`config.mk`:
```
export PLATFORM = sky130hd
export DESIGN_NAME = register_wb_buf
export DESIGN_NICKNAME = d
export VERILOG_FILES = /design/src/rtl/register_wb_buf.sv
export SDC_FILE = /design/constraint.sdc
export NUM_CORES = 1
export LEC_CHECK = 0
export ABC_AREA = 1
export CELL_PAD_IN_SITES_DETAIL_PLACEMENT = 2
export CELL_PAD_IN_SITES_GLOBAL_PLACEMENT = 2
export CORE_MARGIN = 3
export CORE_UTILIZATION = 38
export CTS_CLUSTER_DIAMETER = 60
export DETAILED_ROUTE_END_ITERATION = 8
export GPL_TIMING_DRIVEN = 0
export PLACE_DENSITY = 0.95
export SETUP_SLACK_MARGIN = 0.1
export SLEW_MARGIN = 10
export SYNTH_ARGS = -nofsm -noshare
export SYNTH_HDL_FRONTEND = slang
export SYNTH_SLANG_ARGS = --single-unit
```
`constraint.sdc`:
```
create_clock -name clk -period 8 [get_ports clk]
set_clock_uncertainty 0.2 [all_clocks]
set_input_delay 0.8 -clock clk [delete_from_list [all_inputs] [get_ports clk]]
set_output_delay 0.8 -clock clk [all_outputs]
set_load 0.01 [all_outputs]
```
`src/rtl/register_wb_buf.sv`:
```
// Buffered writeback stage: decodes writeback ops into register writes, queues them in a FIFO and presents them through a hold-aware output stage.
// Optional macro REGISTER_WB_BUF_FWD_EN enables youngest-pending-write data on qdata.
module register_wb_buf #(
  parameter int unsigned DW    = 32,
  parameter int unsigned AW    = 5,
  parameter int unsigned DEPTH = 4
) (
  input  logic                         clk,
  input  logic                         rst,
  input  logic [DW-1:0]                r1,
  input  logic [DW-1:0]                r2,
  input  logic [AW-1:0]                a1,
  input  logic [AW-1:0]                a2,
  input  logic [3:0]                   op,
  input  logic                         proceed,
  output logic                         ready,
  input  logic                         hold,
  output logic [1:0]                   write,
  output logic [DW-1:0]                wr1,
  output logic [DW-1:0]                wr2,
  output logic [AW-1:0]                wa1,
  output logic [AW-1:0]                wa2,
  output logic [$clog2(DEPTH+1)-1:0]   level,
  input  logic [AW-1:0]                qa,
  output logic                         qhit,
  output logic [DW-1:0]                qdata
);

  localparam int unsigned LW = $clog2(DEPTH + 1);
  localparam int unsigned PW = $clog2(DEPTH);

  typedef struct packed {
    logic [1:0]    mask;
    logic [AW-1:0] wa1;
    logic [DW-1:0] wr1;
    logic [AW-1:0] wa2;
    logic [DW-1:0] wr2;
  } entry_t;

  entry_t        mem [DEPTH];
  logic [PW-1:0] wptr;
  logic [PW-1:0] rptr;
  entry_t        dec_c;
  logic          occupied;
  logic          load;
  logic          push;
  logic          pop;

  // Op decode into one or two register writes
  always_comb begin
    dec_c = '0;
    case (op)
      4'd1: begin dec_c.mask = 2'b01; dec_c.wa1 = a1;          dec_c.wr1 = r1; end
      4'd2: begin dec_c.mask = 2'b01; dec_c.wa1 = a2;          dec_c.wr1 = r1; end
      4'd3: begin dec_c.mask = 2'b01; dec_c.wa1 = r2[AW-1:0];  dec_c.wr1 = r1; end
      4'd4: begin dec_c.mask = 2'b01; dec_c.wa1 = a1;          dec_c.wr1 = r2; end
      4'd5: begin dec_c.mask = 2'b01; dec_c.wa1 = a2;          dec_c.wr1 = r2; end
      4'd6: begin dec_c.mask = 2'b01; dec_c.wa1 = r1[AW-1:0];  dec_c.wr1 = r2; end
      4'd7: begin
        dec_c.mask = 2'b11;
        dec_c.wa1  = a1; dec_c.wr1 = r1;
        dec_c.wa2  = a2; dec_c.wr2 = r2;
      end
      4'd8: begin
        dec_c.mask = 2'b11;
        dec_c.wa1  = a2; dec_c.wr1 = r1;
        dec_c.wa2  = a1; dec_c.wr2 = r2;
      end
      default: dec_c = '0;
    endcase
  end

  assign ready    = (level < LW'(DEPTH));
  assign occupied = (write != 2'b00);
  assign load     = !occupied || !hold;
  assign push     = !rst && proceed && ready && (dec_c.mask != 2'b00);
  assign pop      = load && (level != '0);

  // FIFO storage carries no reset; validity is tracked by level
  always_ff @(posedge clk) begin
    if (push) begin
      mem[wptr] <= dec_c;
    end
  end

  always_ff @(posedge clk) begin
    if (rst) begin
      wptr  <= '0;
      rptr  <= '0;
      level <= '0;
      write <= '0;
      wr1   <= '0;
      wr2   <= '0;
      wa1   <= '0;
      wa2   <= '0;
    end else begin
      if (push) wptr <= wptr + PW'(1);
      if (pop)  rptr <= rptr + PW'(1);
      case ({push, pop})
        2'b10:   level <= level + LW'(1);
        2'b01:   level <= level - LW'(1);
        default: level <= level;
      endcase
      if (load) begin
        if (level != '0) begin
          write <= mem[rptr].mask;
          wa1   <= mem[rptr].wa1;
          wr1   <= mem[rptr].wr1;
          wa2   <= mem[rptr].wa2;
          wr2   <= mem[rptr].wr2;
        end else begin
          write <= '0;
          wa1   <= '0;
          wr1   <= '0;
          wa2   <= '0;
          wr2   <= '0;
        end
      end
    end
  end

  // Hazard query: later matches override earlier ones, so the youngest write wins
  always_comb begin
    entry_t        e;
    logic [PW-1:0] slot;
    e     = '0;
    slot  = '0;
    qhit  = 1'b0;
    qdata = '0;
    if (write[0] && (wa1 == qa)) begin
      qhit = 1'b1;
`ifdef REGISTER_WB_BUF_FWD_EN
      qdata = wr1;
`endif
    end
    if (write[1] && (wa2 == qa)) begin
      qhit = 1'b1;
`ifdef REGISTER_WB_BUF_FWD_EN
      qdata = wr2;
`endif
    end
    for (int unsigned i = 0; i < DEPTH; i++) begin
      slot = rptr + PW'(i);
      e    = mem[slot];
      if (LW'(i) < level) begin
        if (e.mask[0] && (e.wa1 == qa)) begin
          qhit = 1'b1;
`ifdef REGISTER_WB_BUF_FWD_EN
          qdata = e.wr1;
`endif
        end
        if (e.mask[1] && (e.wa2 == qa)) begin
          qhit = 1'b1;
`ifdef REGISTER_WB_BUF_FWD_EN
          qdata = e.wr2;
`endif
        end
      end
    end
  end

endmodule
```
==> flow_summary.toml <==
[setup_path]
crit_chain = "clkdlybuf4s50_1 > inv_1 > nand2_1 > nor3_2 > nor2_2 > o21ai_2 > inv_1 > nand2_1 > nand3_2 > nor2_4 > buf_12 > buf_12"
cpPeakStageDelay_ns = 0.72
start_kind = "input port"
reg2reg_to = "wr1[24]"
worstPathRequired_ns = 8.07
critPathCapture = "mem[1][56]"
slowest_stage = "nor2_4"
cp_data_arrival_time_ns = 5.07
cp-end-kind = "flip-flop"
rr_startpoint = "level[0]"
r2r_setup_slack_ns = 4.86
worstRegToRegCells = 9
cp_max_fo = 23
path_class = "input port to flip-flop"
worstSetupStartpoint = "op[0]"

[cts]
post_cts_buffers = 0
max-clock-path-buffers = 3
cts.clk_slew.worst_paths_ns = 0.06
cts_root_buffer = "clkbuf_16"
cts_tree = "done"
clock_sinks = 389
h-tree-depth = 2
cts_resized = 0
cts_hold_buffers = 0
cts-buffers-inserted = 43
clk_latency_ns = 0.58

[yosys]
synth_fa_ha_area_frac = 0.00581
async_flop_share = 0
synthCells = 1833
netlist_area_um2 = 17200
synth_compound_area_frac = 0.112
synth_edf_count = 304
synth-xor-area-share = 0.00559
yosys.area_share.simple = 0.190
synth_top_family_by_area = "simple AND/OR/NAND/NOR gates"
yosys_warnings = 0
ys_seq_area_frac = 0.629
avgSynthCellArea_um2 = 9.40
synthMuxAreaShare = 0
synthDistinctLibCells = 31
synth-seq-cells = 389
synth_flop_cell = "edfxtp_1"

[sta]
setup_viol_count_final = 0
tightest_slew_ns = 1.28
fmax_mhz = 200
max-slew-margin-rel = 0.138
tns_ns = 0
hold_violations = 0
hold_ws_ns = 0.290
min_period_ns = 5.00
fin_crit_sh = 0.625
setup_slack_ns = 3.00
final_max_slew_viol_count = 0
rsz0062_at_grt = "false"

[floorplanning]
boundaryPins = 200
fp-row-count = 77
die_area_um2 = 47900
die_x_um = 219
core_um2 = 44500
die_y_um = 219
start_util = 0.387

[grt]
grt_use_met2 = 0.641
antenna_found_initial = 1
grt_pass1_wl_um = 130000
met1_usage = 0.426
grtUsageMet3 = 0.0824
overflow = 0
grt_use_total = 0.377
grt_busiest_layer = "met2"
grt_max_degree = 25
grt_pass1_vias = 18200

[flow_run]
maxCapViolCount = 0

[detailed_routing]
drc = 0
via_per_inst = 6.14
wl_um = 91000
antenna_left = 0
post_drt_wl_per_cell_um = 33.5
drt_pass1_iterations = 5
first_iter_violations = 2025
vias = 16700

[min_path]
min_path_type = "flip-flop to flip-flop"

[finish]
nets = 2180
areaGrowthSynthToFinish_pct = 24.2
final_cell_area_um2 = 21400
layout.cells.non_filler = 2715
drive_gt1_frac = 0.0656

[power_and_ir_drop]
leakagePower_nw = 8.16
power_density_nw_per_um2 = 380
ir_drop_mv = 0.230

[place]
io_buffers = 164
post-place-ws_ns = 2.82
placed_cells = 2632
hpwl_um = 58200
dpl-instance-area_um2 = 20000
place_congestion = 0.902

[outcome]
status = "complete, no violations"
==> layout by cell type (no fill, tap or decap), types with 66 or more instances in the layout <==
cell	instances
nor2_1	217
o22ai_1	66
o21ai_0	183
dfxtp_1	85
edfxtp_1	304
nand2_1	539
clkdlybuf4s50_1	164
inv_1	85
clkbuf_1	93
a21oi_1	100
==> through the flow <==
| stage | util | power (mW) |
|---|---|---|
| final | 0.481 | 8.13 |
| after global routing | 0.480 | 8.40 |
| after CTS | 0.480 | 8.02 |
| after detailed placement | 0.450 | 5.80 |
| after global placement | 0.443 | 5.49 |
| after floorplan | - | 4.27 |
==> worst max-delay path: cells and delay by family <==
family	cells	cell delay, ns
buf+inv	5	1.53
simple gates	6	2.34
compound gates	1	0.34
==> area by class of cell <==
| type | count | area [um2] |
|---|---|---|
| clock buffer | 73 | 1290 |
| buffer | 135 | 664 |
| sequential | 389 | 10800 |
| timing repair buffer | 176 | 1900 |
| antenna | 3 | 7.51 |
| inverter | 89 | 334 |
| clock inverter | 7 | 82.6 |
| fill | 4679 | 23100 |
| multi-input combinational | 1251 | 5550 |
| tap | 592 | 741 |
==> worst min path at each step <==
| stage | startpoint | endpoint | slack (ns) | cells after the start |
|---|---|---|---|---|
| after floorplan | wptr[1] | wptr[1] | 0.29 | 2 |
| after global placement | wr1[14] | wr1[14] | 0.26 | 2 |
| after detailed placement | wr2[4] | wr2[4] | 0.26 | 2 |
| after CTS | wr1[23] | wr1[23] | 0.29 | 2 |
| after global routing | wr2[25] | wr2[25] | 0.31 | 2 |
| final | wr1[23] | wr1[23] | 0.29 | 2 |
==> flip-flops by register name, indices dropped and copies added (netlist names), 3 cells and up, named ones only <==
name / cells
wr2: 32
wa1: 5
wa2: 5
level: 3
wr1: 32
mem: 304
==> report_power, final <==
group / switching [mW] / internal, mW / total, mW
combinational: 2.51 / 0.990 / 3.50
sequential: 0.177 / 2.38 / 2.55
clock: 0.936 / 1.14 / 2.07
==> synthesized netlist by cell type, types with 3 or more instances <==
master / n / area [um2]
inv_1: 85 / 319
xor2_1: 8 / 70.1
o211ai_1: 3 / 22.5
nand4_1: 7 / 43.8
o22ai_1: 66 / 413
nand3_1: 65 / 325
dfxtp_1: 85 / 1700
clkbuf_1: 72 / 270
nor2_1: 221 / 830
a21oi_1: 100 / 500
xnor2_1: 3 / 26.3
o21ai_0: 183 / 916
edfxtp_1: 304 / 9130
a22o_1: 5 / 43.8
nand2_1: 539 / 2020
buf_1: 7 / 26.3
buf_4: 35 / 263
buf_2: 21 / 105
ha_1: 8 / 100
==> logic make-up after synthesis <==
group                    after synthesis
AO/OA/AOI/OAI                        362
XOR/XNOR                              11
adder cells (fa/ha/maj)                8
buffers and inverters                224
flip-flops                           389
other                                  1
AND/OR/NAND/NOR                      838
==> metal layers <==
layer / share of wire / vias to the layer above
met2: 0.48 / 1188
met4: 0.081 / 0
met1: 0.35 / 8412
met3: 0.088 / 423
li1: - / 6645
met5: 0 / -
(Power assumes the default switching activity.)
